**src/rtl/button_pkg.sv**
```systemverilog
`default_nettype none
// ============================================================================
// Package     : button_pkg
// Description : Shared hold-FSM encodings and 100 MHz board timing defaults
//               for the push-button conditioner.
// Revision    : 1.0 - initial release
// ============================================================================
package button_pkg;

  typedef enum logic [1:0] {
    S_IDLE   = 2'd0,
    S_WAIT   = 2'd1,
    S_REPEAT = 2'd2
  } hold_state_t;

  localparam int unsigned C_CLK_HZ             = 100_000_000;
  localparam int unsigned C_DEBOUNCE_10MS      = C_CLK_HZ / 100;
  localparam int unsigned C_REPEAT_DELAY_250MS = C_CLK_HZ / 4;
  localparam int unsigned C_REPEAT_RATE_50MS   = C_CLK_HZ / 20;

  function automatic int unsigned max_u(input int unsigned a, input int unsigned b);
    return (a > b) ? a : b;
  endfunction

endpackage
`default_nettype wire

```
**src/rtl/button_channel.sv**
```systemverilog
`default_nettype none
// ============================================================================
// Module      : button_channel
// Description : Single-button synchroniser, debounce, edge pulses and hold
//               auto-repeat FSM.
// Revision    : 1.0 - initial release
// ============================================================================
module button_channel
  import button_pkg::*;
#(
  parameter int SYNC_STAGES     = 2,
  parameter int DEBOUNCE_CYCLES = 500000,
  parameter int REPEAT_DELAY    = 25000000,
  parameter int REPEAT_RATE     = 5000000
) (
  input  logic clk,
  input  logic reset,
  input  logic btn_raw,
  input  logic rep_en,
  output logic btn_level,
  output logic press_pulse,
  output logic release_pulse,
  output logic repeat_pulse,
  output logic press_next
);

  localparam int DCW = $clog2(DEBOUNCE_CYCLES + 1);
  localparam int HCW = $clog2(max_u(REPEAT_DELAY, REPEAT_RATE) + 1);
  localparam logic [DCW-1:0] c_DB_MAX   = DCW'(DEBOUNCE_CYCLES);
  localparam logic [HCW-1:0] c_DLY_LAST = HCW'(REPEAT_DELAY - 1);
  localparam logic [HCW-1:0] c_RATE_LAST = HCW'(REPEAT_RATE - 1);

  logic [SYNC_STAGES-1:0] sync_q;
  logic                   w_sync;
  logic [DCW-1:0]         db_cnt_q, db_cnt_d;
  logic                   level_q, level_d;
  logic                   press_q, press_d;
  logic                   rel_q, rel_d;
  logic                   rep_q, rep_d;
  hold_state_t            state_q, state_d;
  logic [HCW-1:0]         hcnt_q, hcnt_d;

  assign w_sync = sync_q[SYNC_STAGES-1];

  always_comb begin
    db_cnt_d = db_cnt_q;
    level_d  = level_q;
    if (w_sync == level_q) begin
      db_cnt_d = '0;
    end else if (db_cnt_q == c_DB_MAX) begin
      level_d  = ~level_q;
      db_cnt_d = '0;
    end else begin
      db_cnt_d = db_cnt_q + DCW'(1);
    end
    press_d = level_d & ~level_q;
    rel_d   = ~level_d & level_q;
  end

  // Release has priority over a repeat falling due in the same cycle.
  always_comb begin
    state_d = state_q;
    hcnt_d  = hcnt_q;
    rep_d   = 1'b0;
    case (state_q)
      S_IDLE: begin
        if (press_d) begin
          state_d = S_WAIT;
          hcnt_d  = '0;
        end
      end
      S_WAIT: begin
        if (rel_d) begin
          state_d = S_IDLE;
          hcnt_d  = '0;
        end else if (!rep_en) begin
          hcnt_d = '0;
        end else if (hcnt_q == c_DLY_LAST) begin
          rep_d   = 1'b1;
          hcnt_d  = '0;
          state_d = S_REPEAT;
        end else begin
          hcnt_d = hcnt_q + HCW'(1);
        end
      end
      S_REPEAT: begin
        if (rel_d) begin
          state_d = S_IDLE;
          hcnt_d  = '0;
        end else if (!rep_en) begin
          state_d = S_WAIT;
          hcnt_d  = '0;
        end else if (hcnt_q == c_RATE_LAST) begin
          rep_d  = 1'b1;
          hcnt_d = '0;
        end else begin
          hcnt_d = hcnt_q + HCW'(1);
        end
      end
      default: begin
        state_d = S_IDLE;
        hcnt_d  = '0;
      end
    endcase
  end

  always_ff @(posedge clk) begin
    if (reset) begin
      sync_q   <= '0;
      db_cnt_q <= '0;
      level_q  <= 1'b0;
      press_q  <= 1'b0;
      rel_q    <= 1'b0;
      rep_q    <= 1'b0;
      state_q  <= S_IDLE;
      hcnt_q   <= '0;
    end else begin
      sync_q   <= {sync_q[SYNC_STAGES-2:0], btn_raw};
      db_cnt_q <= db_cnt_d;
      level_q  <= level_d;
      press_q  <= press_d;
      rel_q    <= rel_d;
      rep_q    <= rep_d;
      state_q  <= state_d;
      hcnt_q   <= hcnt_d;
    end
  end

  assign btn_level     = level_q;
  assign press_pulse   = press_q;
  assign release_pulse = rel_q;
  assign repeat_pulse  = rep_q;
  assign press_next    = press_d;

endmodule
`default_nettype wire

```
**src/rtl/button_conditioner.sv**
```systemverilog
`default_nettype none
// ============================================================================
// Module      : button_conditioner
// Description : N-channel push-button front end with debounce, edge pulses,
//               hold auto-repeat and a combined any-press strobe.
// Revision    : 1.0 - initial release
// ============================================================================
module button_conditioner
  import button_pkg::*;
#(
  parameter int N_BTN           = 5,
  parameter int SYNC_STAGES     = 2,
  parameter int DEBOUNCE_CYCLES = 500000,
  parameter int REPEAT_DELAY    = 25000000,
  parameter int REPEAT_RATE     = 5000000
) (
  input  logic             clk,
  input  logic             reset,
  input  logic [N_BTN-1:0] btn_raw,
  input  logic [N_BTN-1:0] rep_en,
  output logic [N_BTN-1:0] btn_level,
  output logic [N_BTN-1:0] press_pulse,
  output logic [N_BTN-1:0] release_pulse,
  output logic [N_BTN-1:0] repeat_pulse,
  output logic             any_press
);

  logic [N_BTN-1:0] w_press_next;
  logic             any_press_q;

  for (genvar i = 0; i < N_BTN; i++) begin : g_chan
    button_channel #(
      .SYNC_STAGES     (SYNC_STAGES),
      .DEBOUNCE_CYCLES (DEBOUNCE_CYCLES),
      .REPEAT_DELAY    (REPEAT_DELAY),
      .REPEAT_RATE     (REPEAT_RATE)
    ) u_chan (
      .clk           (clk),
      .reset         (reset),
      .btn_raw       (btn_raw[i]),
      .rep_en        (rep_en[i]),
      .btn_level     (btn_level[i]),
      .press_pulse   (press_pulse[i]),
      .release_pulse (release_pulse[i]),
      .repeat_pulse  (repeat_pulse[i]),
      .press_next    (w_press_next[i])
    );
  end

  // Registered from the channels' next-cycle press so it lines up with press_pulse.
  always_ff @(posedge clk) begin
    if (reset) begin
      any_press_q <= 1'b0;
    end else begin
      any_press_q <= |w_press_next;
    end
  end

  assign any_press = any_press_q;

endmodule
`default_nettype wire

```
**config.mk**
```make
export PLATFORM = sky130hd
export DESIGN_NAME = button_conditioner
export DESIGN_NICKNAME = d
export VERILOG_FILES = /design/src/rtl/button_pkg.sv /design/src/rtl/button_channel.sv /design/src/rtl/button_conditioner.sv
export SDC_FILE = /design/constraint.sdc
export NUM_CORES = 1
export LEC_CHECK = 0
export CORE_ASPECT_RATIO = 1.25
export CORE_MARGIN = 4
export CORE_UTILIZATION = 58
export DETAILED_ROUTE_END_ITERATION = 10
export DONT_BUFFER_PORTS = 1
export PLACE_DENSITY = 0.72
export SYNTH_ARGS = -nofsm -noshare
export SYNTH_HDL_FRONTEND = slang
export SYNTH_SLANG_ARGS = --single-unit
```
**constraint.sdc**
```tcl
create_clock -name clk -period 4.3 [get_ports clk]
set_input_delay 0.86 -clock clk [delete_from_list [all_inputs] [get_ports clk]]
set_output_delay 0.86 -clock clk [all_outputs]
set_load 0.01 [all_outputs]
```
==> implementation parameters, run 1 <==
Parameter                              Value

Die
  Starting density of the core    59.1%
  Num rows    62
  Die W    145 um
  DIE AREA    26,000 um^2
  Vert. Die Dim    179 um
  # IOs    33
  Placeable core region    23,000 um^2

Power and ir drop
  VDD IR max    0.351 mV
  Overall Power    0.00512 W
  Pwr dens    349 nW/um^2
  Static leakage    4.39 nW

Timing
  Fmax    0.304 GHz
  Period minus WS final    3.29 ns
  Final cycle utilization of the critical path    76.5%
  Final number of setup-violating endpoints    0
  Setup Skew    0.0137 ns
  Sum of negative setup slack    0 ns
  Worst-case headroom to the max-slew limit    22.0%
  Setup repair after global routing missed its margin    no
  Endpoints failing hold    0
  Max-slew violation count    0
  Tightest Pin Transition    1.17 ns

Placement
  Post-detailed-placement half-perimeter wirelength    19.5 mm
  Weighted congestion reported at the end of routability-driven placement    0.867
  Number of I/O port buffers    0

Global route
  Global-route wire length before repair    50.4 mm
  Number of antenna violations at the first check in global routing    0
  Number of global-route vias before repair    11,000
  Total Routing Usage GR    22.0%
  Final global-route overflow total    0
  Largest net degree at the start of global routing    137

Critical path
  Stages on worst setup path    7
  Master of the slowest instance on the critical path    sky130_fd_sc_hd__or4_1
  Longest individual stage delay on the worst path    0.60 ns
  Buffers and inverters on the worst path    1
  Setup crit end kind    flip-flop
  Top cell family by delay on the critical path    simple AND/OR/NAND/NOR gates
  Critical Path, Cell by Cell    or4b_1 -> or4_1 -> o31a_1 -> buf_4 -> a211o_1 -> or4_1 -> a31oi_1
  Arrival time of data at the critical path endpoint    3.75 ns
  Flop-to-flop setup slack    1.01 ns
  Reg-to-reg startpoint    g_chan[4].u_chan.db_cnt_q[9]$_SDFF_PP0_
  Required arrival time at the worst endpoint    4.76 ns
  Most common cell type on the critical path    sky130_fd_sc_hd__or4_1
  Critical path class    reg2reg
  Crit-path max FO    30
  CP Launch Type    flip-flop
  Number of cells traversed by the worst register-to-register path    7
  Crit Reg-Reg Endpoint    g_chan[4].u_chan.hcnt_q[24]$_SDFFE_PP0P_

Clock tree
  Worst-skew pair later-pin latency    0.54 ns
  Post-cts repair resize count    0
  Clock tree root driver cell    sky130_fd_sc_hd__clkbuf_16
  TritonCTS clock tree    done
  Clock tree buffer depth    3
  Post-CTS setup buffer count    0
  Number of clock sinks seen by CTS    261
  Number of buffers inserted for hold repair after clock tree synthesis    0
  Clock buffer count from CTS    27
  Max H-tree Level    1
  Clock Pin Slew Worst Setup and Hold Paths    0.06 ns

Yosys
  Proportion of synthesized flip-flops having asynchronous set or reset    0%
  Distinct cell type count after synthesis    60
  Top_reg_cell synth    sky130_fd_sc_hd__dfxtp_1
  Post-synth EDFFs    0
  Per-instance average area after synthesis    7.93 um^2
  Post-synthesis sequential element count    261
  Sequential-to-total area share from yosys stat    38.4%
  Number of warnings reported in the yosys synthesis log    0
  Cell area after synthesis    13,600 um^2
  Post-Synthesis Cells    1,717
  Number of nets produced by synthesis    1,764

Cells and area
  Final antenna diode count    0
  Most frequent cells in the layout    261 x sky130_fd_sc_hd__dfxtp_1, 191 x sky130_fd_sc_hd__nor2_1, 189 x sky130_fd_sc_hd__nand2_1, 163 x sky130_fd_sc_hd__nand3_1, 99 x sky130_fd_sc_hd__a31oi_1
  Synthesis-to-layout area growth    7.68%
  Ratio of cells with drive above 1 in the final layout    5.12%
  Nets    1,706
  Most common cell after layout, fill and taps aside    sky130_fd_sc_hd__dfxtp_1

Routing
  Detailed Routing Iterations Pass 1    5
  Count of nets left with antenna violations after detail routing    0
  Routed wirelength normalized by instance count    14.8 um
  Final wirelength    29.1 mm
  DRC violations left    0
  Number of DRC markers in iteration 0    757
  Vias after detailed routing    11,900
  Average via count per standard cell    6.03

Run status
  Run status    complete, no violations

Worst hold path
  Endpoint of the worst hold path    g_chan[3].u_chan.state_q[1]$_SDFFE_PP0P_
  Number of cells on the worst hold path    1
  Kind of path behind the tightest hold check    in2reg
  Critical hold path startpoint    reset

Run
  Max-cap violations    0
-- power breakdown --
part	internal (W)	total [W]	switching, W
Combinational	0.0000309	0.0000957	0.0000648
Sequential	0.00243	0.00243	0.00000676
Clock	0.00159	0.00259	0.000997
Total	0.00405	0.00512	0.00107
-- metal layers --
metal	share of wire, %	GRT usage [%]
met4	2.3	6.53
met5	0	0
met3	4.2	3.51
met1	45	27.7
met2	48	39.0
-- flip-flops by register name (all words and copies together), names as in the netlist --
signal / count
g_chan.u_chan.btn_level: 5
any_press: 1
g_chan.u_chan.repeat_pulse: 5
g_chan.u_chan.sync_q: 10
g_chan.u_chan.release_pulse: 5
g_chan.u_chan.db_cnt_q: 95
g_chan.u_chan.state_q: 10
g_chan.u_chan.press_pulse: 5
g_chan.u_chan.hcnt_q: 125
-- worst max-delay path by stage --
stage / from / endpoint
after global routing: g_chan[4].u_chan.db_cnt_q[9]$_SDFF_PP0_ / g_chan[4].u_chan.hcnt_q[24]$_SDFFE_PP0P_
after global placement: g_chan[4].u_chan.db_cnt_q[9]$_SDFF_PP0_ / g_chan[4].u_chan.hcnt_q[24]$_SDFFE_PP0P_
after CTS: g_chan[4].u_chan.db_cnt_q[9]$_SDFF_PP0_ / g_chan[4].u_chan.hcnt_q[24]$_SDFFE_PP0P_
final: g_chan[4].u_chan.db_cnt_q[9]$_SDFF_PP0_ / g_chan[4].u_chan.hcnt_q[24]$_SDFFE_PP0P_
after detailed placement: g_chan[4].u_chan.db_cnt_q[9]$_SDFF_PP0_ / g_chan[4].u_chan.hcnt_q[24]$_SDFFE_PP0P_
after floorplan: g_chan[4].u_chan.db_cnt_q[9]$_SDFF_PP0_ / g_chan[4].u_chan.hcnt_q[24]$_SDFFE_PP0P_
-- per-stage QoR --
stage / hold WS [ns] / utilization [%] / instances / cell area (um^2) / worst slack (ns)
after global routing: 0.361 / 63.6 / 1967 / 14700 / 0.868
after floorplan: 0.414 / - / 1717 / 13600 / 1.55
after CTS: 0.367 / 63.6 / 1967 / 14700 / 1.00
after global placement: 0.421 / 59.3 / 1918 / 13700 / 1.06
after detailed placement: 0.425 / 59.3 / 1918 / 13700 / 1.01
final: 0.397 / 63.6 / 1967 / 14700 / 1.01
-- logic make-up (layout without fill, tap and decap cells) --
kind of cell / count (synthesis) / in the layout / synth area share [%]
flops: 261 / 261 / 38.4
compound gates: 251 / 251 / 11.8
simple gates: 906 / 906 / 34.6
xor+xnor: 92 / 92 / 5.92
buf+inv: 156 / 118 / 4.87
fa+ha+maj: 35 / 35 / 3.22
mux: 16 / 16 / 1.19
-- cells in the mapped netlist, types with 23 or more instances --
library cell | n | share of area (%)
sky130_fd_sc_hd__xor2_1 | 48 | 3.1
sky130_fd_sc_hd__dfxtp_1 | 261 | 38
sky130_fd_sc_hd__a21oi_1 | 50 | 1.8
sky130_fd_sc_hd__or3_1 | 28 | 1.3
sky130_fd_sc_hd__nand2_1 | 189 | 5.2
sky130_fd_sc_hd__nor3_1 | 56 | 2.1
sky130_fd_sc_hd__o21ai_0 | 28 | 1.0
sky130_fd_sc_hd__nand2b_1 | 23 | 1.1
sky130_fd_sc_hd__nor2_1 | 191 | 5.3
sky130_fd_sc_hd__nand4_1 | 62 | 2.8
sky130_fd_sc_hd__xnor2_1 | 44 | 2.8
sky130_fd_sc_hd__and3_1 | 23 | 1.1
sky130_fd_sc_hd__clkbuf_1 | 69 | 1.9
sky130_fd_sc_hd__inv_1 | 57 | 1.6
sky130_fd_sc_hd__nand3_1 | 163 | 6.0
sky130_fd_sc_hd__a31oi_1 | 99 | 4.5
sky130_fd_sc_hd__ha_1 | 35 | 3.2
-- layout make-up --
cell class / instances / area (um^2)
Clock buffer: 29 / 693
Multi-Input combinational cell: 1300 / 7770
Clock inverter: 20 / 303
Timing Repair Buffer: 12 / 90.1
Tap cell: 288 / 360
Inverter: 57 / 214
Sequential cell: 261 / 5230
Fill cell: 1999 / 8380
Note: power is estimated with default switching activity, not from simulation.
==> inputs of run 2 (changes only) <==
==> constraint.sdc (replaced) <==
create_clock -name clk -period 3.1 [get_ports clk]
set_input_delay 0.62 -clock clk [delete_from_list [all_inputs] [get_ports clk]]
set_output_delay 0.62 -clock clk [all_outputs]
set_load 0.01 [all_outputs]
==> implementation parameters, run 2 (synthesis gave the netlist of run 1 again) <==
Parameter                              Value

Run status
  Run status    complete, no violations

Die
  Num rows    62 (unchanged)
  Vert. Die Dim    179 um (unchanged)
  Starting density of the core    59.1% (unchanged)
  # IOs    33 (unchanged)
  Placeable core region    23,000 um^2 (unchanged)
  Die W    145 um (unchanged)
  DIE AREA    26,000 um^2 (unchanged)

Cells and area
  Area of the multi-input gates    7770 um^2 (unchanged)
  Fill cell count    2,001 (+0.10%)
  Ratio of cells with drive above 1 in the final layout    6.01% (+0.89 points)
  Max FFs per register    125 (unchanged)
  Register with the most flip-flops    g_chan.u_chan.hcnt_q
  Nets    1,723 (+1.0%)
  Largest registers    g_chan.u_chan.hcnt_q x125, g_chan.u_chan.db_cnt_q x95
  Synthesis-to-layout area growth    8.20%
  Most common cell after layout, fill and taps aside    sky130_fd_sc_hd__dfxtp_1
  Final antenna diode count    0 (unchanged)
  Storage element area    5230 um^2 (unchanged)
  Most frequent cells in the layout    261 x sky130_fd_sc_hd__dfxtp_1, 191 x sky130_fd_sc_hd__nor2_1, 189 x sky130_fd_sc_hd__nand2_1, 163 x sky130_fd_sc_hd__nand3_1, 99 x sky130_fd_sc_hd__a31oi_1

Clock tree
  TritonCTS clock tree    done
  Worst-skew pair later-pin latency    0.54 ns (about the same)
  Clock Pin Slew Worst Setup and Hold Paths    0.07 ns (about the same)
  Clock tree buffer depth    3 (unchanged)
  Number of clock sinks seen by CTS    261 (unchanged)
  Post-CTS setup buffer count    0 (unchanged)
  Post-cts repair resize count    0 (unchanged)
  Number of buffers inserted for hold repair after clock tree synthesis    0 (unchanged)
  Clock tree root driver cell    sky130_fd_sc_hd__clkbuf_16
  Clock buffer count from CTS    28 (+3.7%)
  Max H-tree Level    1 (unchanged)

Critical path
  Master of the slowest instance on the critical path    sky130_fd_sc_hd__or4_1
  Critical path class    reg2reg
  Setup crit end kind    flip-flop
  Crit-path max FO    16 (-47%)
  Crit Reg-Reg Endpoint    g_chan[4].u_chan.hcnt_q[24]$_SDFFE_PP0P_
  CP Launch Type    flip-flop
  Critical Path, Cell by Cell    or4b_1 -> or4_1 -> o31a_1 -> a211o_1 -> or4_1 -> a31oi_1
  Most common cell type on the critical path    sky130_fd_sc_hd__or4_1
  Reg-to-reg startpoint    g_chan[4].u_chan.db_cnt_q[9]$_SDFF_PP0_
  Longest individual stage delay on the worst path    0.56 ns (-0.04 ns)
  Required arrival time at the worst endpoint    3.57 ns (-1.19 ns)
  Number of cells traversed by the worst register-to-register path    6 (-1)
  Arrival time of data at the critical path endpoint    3.40 ns (-0.35 ns)
  Flop-to-flop setup slack    0.16 ns (-0.85 ns)

Routing
  Average via count per standard cell    6.08 (+0.72%)
  Routed wirelength normalized by instance count    15.1 um (+2.2%)
  Final wirelength    30.0 mm (+3.0%)
  DRC violations left    0 (unchanged)
  Number of DRC markers in iteration 0    879 (+16%)
  Vias after detailed routing    12,100 (+1.6%)
  Count of nets left with antenna violations after detail routing    0 (unchanged)
  Detailed Routing Iterations Pass 1    5 (unchanged)

Power and ir drop
  VDD IR max    0.469 mV (+33%)
  Static leakage    4.47 nW (+1.7%)
  Pwr dens    469 nW/um^2 (+34%)

Timing
  Max-slew violation count    0 (unchanged)
  Worst-case headroom to the max-slew limit    13.8% (-8.1 points)
  Endpoints failing hold    0 (unchanged)
  Sum of negative setup slack    0 ns (unchanged)
  Setup Skew    0.0120 ns (-0.00166 ns)
  Final cycle utilization of the critical path    94.7% (+18 points)
  Final number of setup-violating endpoints    0 (unchanged)
  Tightest Pin Transition    1.29 ns (+0.122 ns)
  Period minus WS final    2.94 ns (-0.353 ns)
  Worst setup margin    0.163 ns (-0.847 ns)
  Setup repair after global routing missed its margin    no
  Fmax    0.340 GHz (+12%)

Worst hold path
  Kind of path behind the tightest hold check    in2reg
  Endpoint of the worst hold path    g_chan[3].u_chan.release_pulse$_SDFF_PP0_
  Number of cells on the worst hold path    1 (unchanged)
  Critical hold path startpoint    reset

Global route
  Number of antenna violations at the first check in global routing    0 (unchanged)
  Final global-route overflow total    0 (unchanged)
  Number of global-route vias before repair    11,400 (+3.1%)
  Largest net degree at the start of global routing    137 (unchanged)
  Global-route wire length before repair    52.6 mm (+4.3%)
  Total Routing Usage GR    22.9% (+0.93 points)

Placement
  Weighted congestion reported at the end of routability-driven placement    0.849 (-2.0%)
  Post-detailed-placement half-perimeter wirelength    19.9 mm (+2.3%)
  Worst slack at placement    0.157 ns (-0.851 ns)
  Number of I/O port buffers    0 (unchanged)

Run
  Max-cap violations    0 (unchanged)
## run 2: cell count changes in the layout (fill, tap and decap cells not counted)
cell and change:
sky130_fd_sc_hd__clkinv_4 -3, sky130_fd_sc_hd__clkbuf_16 +2, sky130_fd_sc_hd__buf_4 +16, sky130_fd_sc_hd__clkbuf_8 +3
sky130_fd_sc_hd__clkinv_2 +5, sky130_fd_sc_hd__clkbuf_1 +1, sky130_fd_sc_hd__bufinv_16 -4, sky130_fd_sc_hd__clkinvlp_4 -2
sky130_fd_sc_hd__inv_6 -1
## run 2: worst max-delay path, delay by kind of cell, from the launching register on
family	cells	cell delay [ns]
and+or+nand+nor	3	1.62
AOI/OAI and AO/OA	3	0.90
DFF	1	0.34
## run 2: through the flow
step           instance area [um^2]  std cells  power (W)  utilization (%)  hold WS (ns)
2_1_floorplan                 13600       1717    0.00357                -         0.414
3_3_place_gp                  13800       1934    0.00358             59.8         0.420
3_5_place_dp                  13800       1934    0.00358             59.8         0.434
4_1_cts                       14700       1984    0.00701             63.9         0.124
5_1_grt                       14700       1984    0.00715             63.9         0.128
6_report                      14700       1984    0.00691             63.9         0.156
## run 2: metal layers
layer | vias to the layer above | part of all wire (%) | global-route usage, %
met5 | - | 0 | 0
met1 | 5715 | 45 | 29.2
li1 | 6087 | - | -
met4 | 0 | 1.8 | 6.22
met3 | 47 | 4.1 | 3.19
met2 | 207 | 49 | 41.0
## run 2: worst max-delay path by stage
| stage | from | endpoint |
|---|---|---|
| after floorplan | g_chan[4].u_chan.db_cnt_q[9]$_SDFF_PP0_ | g_chan[4].u_chan.hcnt_q[24]$_SDFFE_PP0P_ |
| after detailed placement | g_chan[4].u_chan.db_cnt_q[9]$_SDFF_PP0_ | g_chan[4].u_chan.hcnt_q[24]$_SDFFE_PP0P_ |
| after CTS | g_chan[4].u_chan.db_cnt_q[9]$_SDFF_PP0_ | g_chan[4].u_chan.hcnt_q[24]$_SDFFE_PP0P_ |
| after global placement | g_chan[4].u_chan.db_cnt_q[9]$_SDFF_PP0_ | g_chan[4].u_chan.hcnt_q[24]$_SDFFE_PP0P_ |
| final | g_chan[4].u_chan.db_cnt_q[9]$_SDFF_PP0_ | g_chan[4].u_chan.hcnt_q[24]$_SDFFE_PP0P_ |
| after global routing | g_chan[4].u_chan.db_cnt_q[9]$_SDFF_PP0_ | g_chan[4].u_chan.hcnt_q[24]$_SDFFE_PP0P_ |
## run 2: final cells by class
class,instances,area share (%)
clock buffer,35,5.35
clock inverter,15,1.07
inverter,57,1.45
multi-input combinational,1300,52.8
sequential,261,35.5
tap,288,2.45
timing repair buffer,28,1.43
## run 2: power breakdown
part           total, W  switching [W]  internal (W)
clock network   0.00340        0.00136       0.00204
registers       0.00338     0.00000971       0.00337
logic          0.000134      0.0000907     0.0000435
total           0.00691        0.00146       0.00545
==> inputs of run 3 (changes only) <==
--- a/config.mk
+++ b/config.mk
@@ -11,6 +11,7 @@
 export DETAILED_ROUTE_END_ITERATION = 10
 export DONT_BUFFER_PORTS = 1
 export PLACE_DENSITY = 0.72
+export RECOVER_POWER = 100
 export SYNTH_ARGS = -nofsm -noshare
 export SYNTH_HDL_FRONTEND = slang
 export SYNTH_SLANG_ARGS = --single-unit
==> implementation parameters, run 3 (synthesis gave the netlist of run 1 again) <==
Parameter                              Value

Run status
  Run status    complete, no violations

Global route
  Global-route wire length before repair    52.6 mm (unchanged)
  Largest net degree at the start of global routing    137 (unchanged)
  Total Routing Usage GR    22.9% (unchanged)
  Number of antenna violations at the first check in global routing    0 (unchanged)
  Final global-route overflow total    0 (unchanged)
  Number of global-route vias before repair    11,400 (unchanged)

Die
  Vert. Die Dim    179 um (unchanged)
  Starting density of the core    59.1% (unchanged)
  Die W    145 um (unchanged)
  # IOs    33 (unchanged)
  Placeable core region    23,000 um^2 (unchanged)
  Num rows    62 (unchanged)
  DIE AREA    26,000 um^2 (unchanged)

Cells and area
  Register with the most flip-flops    g_chan.u_chan.hcnt_q
  Most frequent cells in the layout    261 x sky130_fd_sc_hd__dfxtp_1, 191 x sky130_fd_sc_hd__nor2_1, 189 x sky130_fd_sc_hd__nand2_1, 163 x sky130_fd_sc_hd__nand3_1, 99 x sky130_fd_sc_hd__a31oi_1
  Most common cell after layout, fill and taps aside    sky130_fd_sc_hd__dfxtp_1
  Largest registers    g_chan.u_chan.hcnt_q x125, g_chan.u_chan.db_cnt_q x95
  Nets    1,723 (unchanged)
  Max FFs per register    125 (unchanged)
  Final antenna diode count    0 (unchanged)
  Ratio of cells with drive above 1 in the final layout    5.60% (-0.41 points)
  Core Util, Final    63.8% (-0.15 points)
  Count of placed standard cells in the final layout, fillers left out    1,984 (unchanged)
  Synthesis-to-layout area growth    7.94%

Clock tree
  Clock Pin Slew Worst Setup and Hold Paths    0.06 ns (about the same)
  Number of buffers inserted for hold repair after clock tree synthesis    0 (unchanged)
  Clock tree buffer depth    3 (unchanged)
  Post-cts repair resize count    0 (unchanged)
  Clock buffer count from CTS    28 (unchanged)
  Worst-skew pair later-pin latency    0.54 ns (about the same)
  Post-CTS setup buffer count    0 (unchanged)
  Number of clock sinks seen by CTS    261 (unchanged)
  TritonCTS clock tree    done
  Max H-tree Level    1 (unchanged)
  Clock tree root driver cell    sky130_fd_sc_hd__clkbuf_16

Critical path
  Arrival time of data at the critical path endpoint    3.41 ns (about the same)
  CP Launch Type    flip-flop
  Critical Path, Cell by Cell    or4b_1 -> or4_1 -> o31a_1 -> a211o_1 -> or4_1 -> a31oi_1
  Critical path class    reg2reg
  Longest individual stage delay on the worst path    0.57 ns (about the same)
  Most common cell type on the critical path    sky130_fd_sc_hd__or4_1
  Required arrival time at the worst endpoint    3.57 ns (about the same)
  Master of the slowest instance on the critical path    sky130_fd_sc_hd__or4_1
  Crit-path max FO    16 (unchanged)
  Setup crit end kind    flip-flop

Power and ir drop
  VDD IR max    0.469 mV (about the same)
  Overall Power    0.00692 W (about the same)
  Static leakage    4.44 nW (-0.64%)
  Pwr dens    471 nW/um^2 (+0.30%)

Timing
  Period minus WS final    2.94 ns (+0.00698 ns)
  Final number of setup-violating endpoints    0 (unchanged)
  Worst-case headroom to the max-slew limit    14.1% (+0.21 points)
  Sum of negative setup slack    0 ns (unchanged)
  Setup repair after global routing missed its margin    no
  Endpoints failing hold    0 (unchanged)
  Max-slew violation count    0 (unchanged)
  Final cycle utilization of the critical path    95.0% (+0.23 points)
  Tightest Pin Transition    1.29 ns (-0.00315 ns)
  Setup Skew    0.0119 ns (-0.0000643 ns)
  Fmax    0.340 GHz (-0.24%)

Routing
  Detailed Routing Iterations Pass 1    5 (unchanged)
  Number of DRC markers in iteration 0    930 (+5.8%)
  Routed wirelength normalized by instance count    15.1 um (-0.22%)
  Average via count per standard cell    6.07 (about the same)
  Final wirelength    29.9 mm (-0.22%)
  DRC violations left    0 (unchanged)
  Count of nets left with antenna violations after detail routing    0 (unchanged)
  Vias after detailed routing    12,000 (-0.083%)

Placement
  Post-detailed-placement half-perimeter wirelength    19.9 mm (unchanged)
  Dpl cells    1,934 (unchanged)
  Weighted congestion reported at the end of routability-driven placement    0.849 (unchanged)
  Number of I/O port buffers    0 (unchanged)

Worst hold path
  Kind of path behind the tightest hold check    in2reg

Run
  Max-cap violations    0 (unchanged)
==> run 3: cell types whose count changed in the layout (fill, tap and decap cells not counted) <==
cell / delta
sky130_fd_sc_hd__clkbuf_2: +2
sky130_fd_sc_hd__buf_2: +1
sky130_fd_sc_hd__clkbuf_1: +6
sky130_fd_sc_hd__and2_1: -1
sky130_fd_sc_hd__o31ai_2: -1
sky130_fd_sc_hd__o31ai_1: +1
sky130_fd_sc_hd__buf_4: -9
sky130_fd_sc_hd__and2_0: +1
==> run 3: final timing paths <==
path         cells past startpoint                                     from  slack (ns)                                   endpoint
min reg2reg                      1    g_chan[4].u_chan.sync_q[0]$_SDFF_PP0_        0.45      g_chan[4].u_chan.sync_q[1]$_SDFF_PP0_
max                              6  g_chan[4].u_chan.db_cnt_q[9]$_SDFF_PP0_        0.16   g_chan[4].u_chan.hcnt_q[24]$_SDFFE_PP0P_
max reg2reg                      6  g_chan[4].u_chan.db_cnt_q[9]$_SDFF_PP0_        0.16   g_chan[4].u_chan.hcnt_q[24]$_SDFFE_PP0P_
min                              1                                    reset        0.15  g_chan[3].u_chan.release_pulse$_SDFF_PP0_
==> run 3: power breakdown <==
part | total [W] | leakage, nW | internal (W) | switching, W
sequential | 0.00338 | 2.10 | 0.00337 | 0.00000972
clock | 0.00341 | 0.467 | 0.00204 | 0.00137
combinational | 0.000134 | 1.87 | 0.0000434 | 0.0000909
==> run 3: worst max-delay path, delay by kind of cell, from the launching register on <==
family	cells	cell delay (ns)
simple gates	3	1.63
flops	1	0.34
compound gates	3	0.91
==> run 3: area by class of cell <==
class | instances | area (um^2)
clock buffers | 35 | 788
clock inverters | 15 | 158
fillers | 2008 | 8350
inverters | 57 | 214
multi-input cells | 1300 | 7770
flip-flops and latches | 261 | 5230
well taps | 288 | 360
repair buffers | 28 | 180
==> run 3: stage by stage <==
| step | setup WS (ns) | instance area (um^2) | hold slack, ns |
|---|---|---|---|
| after floorplan | 0.350 | 13600 | 0.414 |
| final | 0.156 | 14700 | 0.154 |
| after global routing | 0.0242 | 14700 | 0.128 |
| after CTS | 0.155 | 14700 | 0.124 |
| after detailed placement | 0.157 | 13800 | 0.434 |
| after global placement | 0.211 | 13800 | 0.420 |
==> run 3: routing by layer <==
layer	GRT usage [%]	share of wire (%)	vias up
met2	41.0	49	209
met3	3.19	4.4	47
li1	-	-	6091
met5	0	0	-
met1	29.2	45	5699
met4	6.22	1.9	0
==> RTL edit 1: new RTL, flow settings as in run 2 <==
`DEBOUNCE_CYCLES` is set to 500000 in 2 places; all go to 250000.
--- a/src/rtl/button_channel.sv
+++ b/src/rtl/button_channel.sv
@@ -10,5 +10,5 @@
 #(
   parameter int SYNC_STAGES     = 2,
-  parameter int DEBOUNCE_CYCLES = 500000,
+  parameter int DEBOUNCE_CYCLES = 250000,
   parameter int REPEAT_DELAY    = 25000000,
   parameter int REPEAT_RATE     = 5000000
--- a/src/rtl/button_conditioner.sv
+++ b/src/rtl/button_conditioner.sv
@@ -11,5 +11,5 @@
   parameter int N_BTN           = 5,
   parameter int SYNC_STAGES     = 2,
-  parameter int DEBOUNCE_CYCLES = 500000,
+  parameter int DEBOUNCE_CYCLES = 250000,
   parameter int REPEAT_DELAY    = 25000000,
   parameter int REPEAT_RATE     = 5000000
Formal check against the unedited RTL: same outputs for any inputs over 4 cycles, from zero or initial values and one cycle with reset high; that may be too few to reach the edited logic, so the function may still have changed.
==> RTL edit 1 against run 2 <==
Setup slack better by 0.19 ns. Non-clock buffer count unchanged. Area after synthesis fell by 1.5%. Wire length decreased by 2.4%. Design area decreased by 0.94%. Maximum frequency grew 7.0%. Total power is 2.4% higher. Sequential cell count down 5. Global-route usage down 0.40 points.
==> RTL edit 1: results <==
metrics = {
    "logic_synthesis": {
        "synth_common_cells": "dfxtp_1, nand2_1, nor2_1",
        "synth_warnings": 0,
        "ys_seq_area_share_pct": 38.23,
        "synth_area_per_cell_um2": 7.984,
        "syn-num-nets": 1726,
        "synth_cell_type_count": 68,
        "synthTopCellsByArea": "dfxtp_1, nand2_1, nand3_1",
    },
    "setup_path": {
        "crit_family": "compound AO/OA/AOI/OAI gates",
        "r2r_setup_slack_ns": 0.35,
        "cp-endpoint": "g_chan[1].u_chan.hcnt_q[14]$_SDFFE_PP0P_",
        "slowest_stage": "a21oi_1",
        "worstPathArrival_ns": 3.20,
        "r2r-start": "g_chan[1].u_chan.db_cnt_q[0]$_SDFF_PP0_",
        "path_max_fanout": 13,
        "reg2regPathDepth": 11,
        "slowest_delay_ns": 0.61,
    },
    "finish": {
        "drive_gt1_share_pct": 6.731,
        "reg.largest.list": "g_chan.u_chan.hcnt_q (125), g_chan.u_chan.db_cnt_q (90)",
        "nNetsFinal": 1690,
        "fillers": 1924,
        "antennaDiodeCount": 0,
    },
    "route": {
        "wl_met1_mm": 13.51,
        "drt-initial-drc-count": 629,
        "wl_met3_mm": 1.247,
        "viasPerCell": 6.013,
        "wl_per_cell_um": 15.04,
        "dr_wl_met2_mm": 14.01,
        "vias": 11710,
    },
    "global_route": {
        "grtUsageMet2_pct": 39.03,
        "grt_use_met3_pct": 3.057,
        "track_usage_pct": 22.50,
        "use_met1_pct": 29.34,
        "grt_pass1_vias": 11040,
        "grt_max_degree": 143,
        "grt_first_pass_wirelength_mm": 50.01,
    },
    "sta": {
        "post-route-min-period_ns": 2.746,
        "hold_slack_ns": 0.1542,
        "clock_skew_ns": 0.01532,
        "max_slew.worst_pin.slew_ns": 0.7985,
    },
    "pwr": {
        "power_w": 0.007078,
        "pwr-share-clk_pct": 51.4,
        "p_sw_share_pct": 20.22,
        "seqPwrFrac_pct": 46.8,
        "peakVddDrop_mv": 0.5333,
        "p_leak_nw": 4.515,
    },
    "place": {
        "dp.cells": 1896,
        "post-dp-hpwl_mm": 19.50,
        "place_congestion": 0.8343,
        "pre_cts_ws_ns": 0.2641,
    },
    "clocking": {
        "clockBufferDepth": 3,
    },
    "hold_path": {
        "worstHoldEndpoint": "g_chan[3].u_chan.sync_q[0]$_SDFF_PP0_",
        "hp-class": "input port to flip-flop",
        "hold_depth": 1,
    },
    "run_status": {
        "status": "finished, final reports clean",
    },
}
-- RTL edit 1: cell count changes after synthesis, sizes merged, moves of 10 or more --
cell | before | now
nand4 | 62 | 47
or3b | 3 | 13
a31oi | 99 | 69
nand3 | 163 | 145
inv | 57 | 43
and3 | 23 | 42
nor4b | 9 | 21
o21ai | 28 | 39
nand2b | 23 | 11
nand2 | 189 | 206
-- RTL edit 1: layout make-up --
cell class                 count  area, um2  area share [%]
multi-input combinational   1286       7689           52.70
sequential                   256       5125           35.13
clock buffer                  38      839.6           5.754
tap                          283      354.1           2.427
timing repair buffer          28      222.7           1.526
clock inverter                13      198.9           1.364
inverter                      43      161.4           1.106
-- RTL edit 1: logic make-up after synthesis --
family,Yosys count,synth area share (%)
AOI/OAI and AO/OA,255,12.70
DFF,256,38.23
buffers and inverters,137,4.508
xor gates and xnor gates,80,5.227
and+or+nand+nor,901,34.93
adders and majority gates,35,3.267
muxes,15,1.139
==> RTL edit 2: new RTL, config.mk and constraints of run 2 <==
Without the edit above. Encoding of `hold_state_t`: now one-hot (3 bits for 3 states).
--- a/src/rtl/button_pkg.sv
+++ b/src/rtl/button_pkg.sv
@@ -8,8 +8,8 @@
 package button_pkg;
 
-  typedef enum logic [1:0] {
-    S_IDLE   = 2'd0,
-    S_WAIT   = 2'd1,
-    S_REPEAT = 2'd2
+  typedef enum logic [2:0] {
+    S_IDLE   = 3'b001,
+    S_WAIT   = 3'b010,
+    S_REPEAT = 3'b100
   } hold_state_t;
 
Formal check against the unedited RTL: same outputs for any inputs over 4 cycles, from zero or initial values and one cycle with reset high; so few cycles prove little.
==> RTL edit 2 against run 2 <==
Utilization is 0.54 points higher. Count of clock-buffer cells in the layout grew 4. Final cell count is 3.7% lower. Area after synthesis down 2.7%. Global-route usage about the same. Die area is 2.5% lower. Critical path depth grew 3. Total power up 4.2%. Setup slack better by 0.18 ns. Wire length is 3.2% lower. Design area is 2.1% lower. Non-clock buffer count fell by 5. Sequential cell count increased by 5.
==> RTL edit 2: results <==
metrics = {
    "global_route": {
        "grt_use_met3_pct": 3.432,
        "track_usage_pct": 22.85,
        "grt_first_pass_wirelength_mm": 50.24,
        "use_met1_pct": 29.39,
    },
    "route": {
        "wl_met3_mm": 1.407,
        "wl_met1_mm": 12.90,
        "wl_per_cell_um": 15.19,
        "dr_wl_met2_mm": 14.04,
        "vias": 11550,
        "drt-initial-drc-count": 734,
    },
    "setup_path": {
        "crit_family": "compound AO/OA/AOI/OAI gates",
        "r2r_setup_slack_ns": 0.34,
        "worstPathArrival_ns": 3.18,
        "cp-endpoint": "g_chan[2].u_chan.hcnt_q[5]$_SDFFE_PP0P_",
        "slowest_stage": "o311ai_0",
        "path_max_fanout": 24,
        "reg2regPathDepth": 9,
        "slowest_delay_ns": 0.60,
        "r2r-start": "g_chan[2].u_chan.db_cnt_q[0]$_SDFF_PP0_",
    },
    "place": {
        "place_congestion": 0.9013,
        "post-dp-hpwl_mm": 19.99,
        "pre_cts_ws_ns": 0.3936,
        "dp.cells": 1860,
    },
    "logic_synthesis": {
        "synth_compound_area_share_pct": 14.53,
        "synthTopCellsByArea": "dfxtp_1, nor2_1, nand2_1",
    },
    "finish": {
        "reg.largest.list": "g_chan.u_chan.hcnt_q (125), g_chan.u_chan.db_cnt_q (95), g_chan.u_chan.state_q (15)",
        "layoutNonFillerInstCount": 1910,
    },
    "run_status": {
        "status": "finished, final reports clean",
    },
}
-- RTL edit 2: cell types whose count changed after synthesis, sizes merged, moves of 11 or more --
cell	delta
a31oi	-54
inv	-14
ha	-20
and3	+23
o311ai	+11
a21oi	+28
clkbuf	-32
nand3b	-11
o21ai	+33
nand4	-17
nand3	-51
-- RTL edit 2: power by group through the flow --
| stage | clock network, W | logic [W] | registers, W |
|---|---|---|---|
| floorplan | 0 | 0.000121 | 0.00351 |
| global placement | 0 | 0.000148 | 0.00351 |
| detailed placement | 0 | 0.000151 | 0.00352 |
| CTS | 0.00370 | 0.000152 | 0.00344 |
| global route | 0.00384 | 0.000170 | 0.00344 |
| finish | 0.00361 | 0.000153 | 0.00344 |
-- RTL edit 2: cell type report --
type | count | area share, %
Multi-Input combinational cell | 1245 | 51.28
Sequential cell | 266 | 36.94
Clock buffer | 39 | 5.711
Tap cell | 283 | 2.456
Clock inverter | 11 | 1.293
Timing Repair Buffer | 23 | 1.198
Inverter | 43 | 1.120
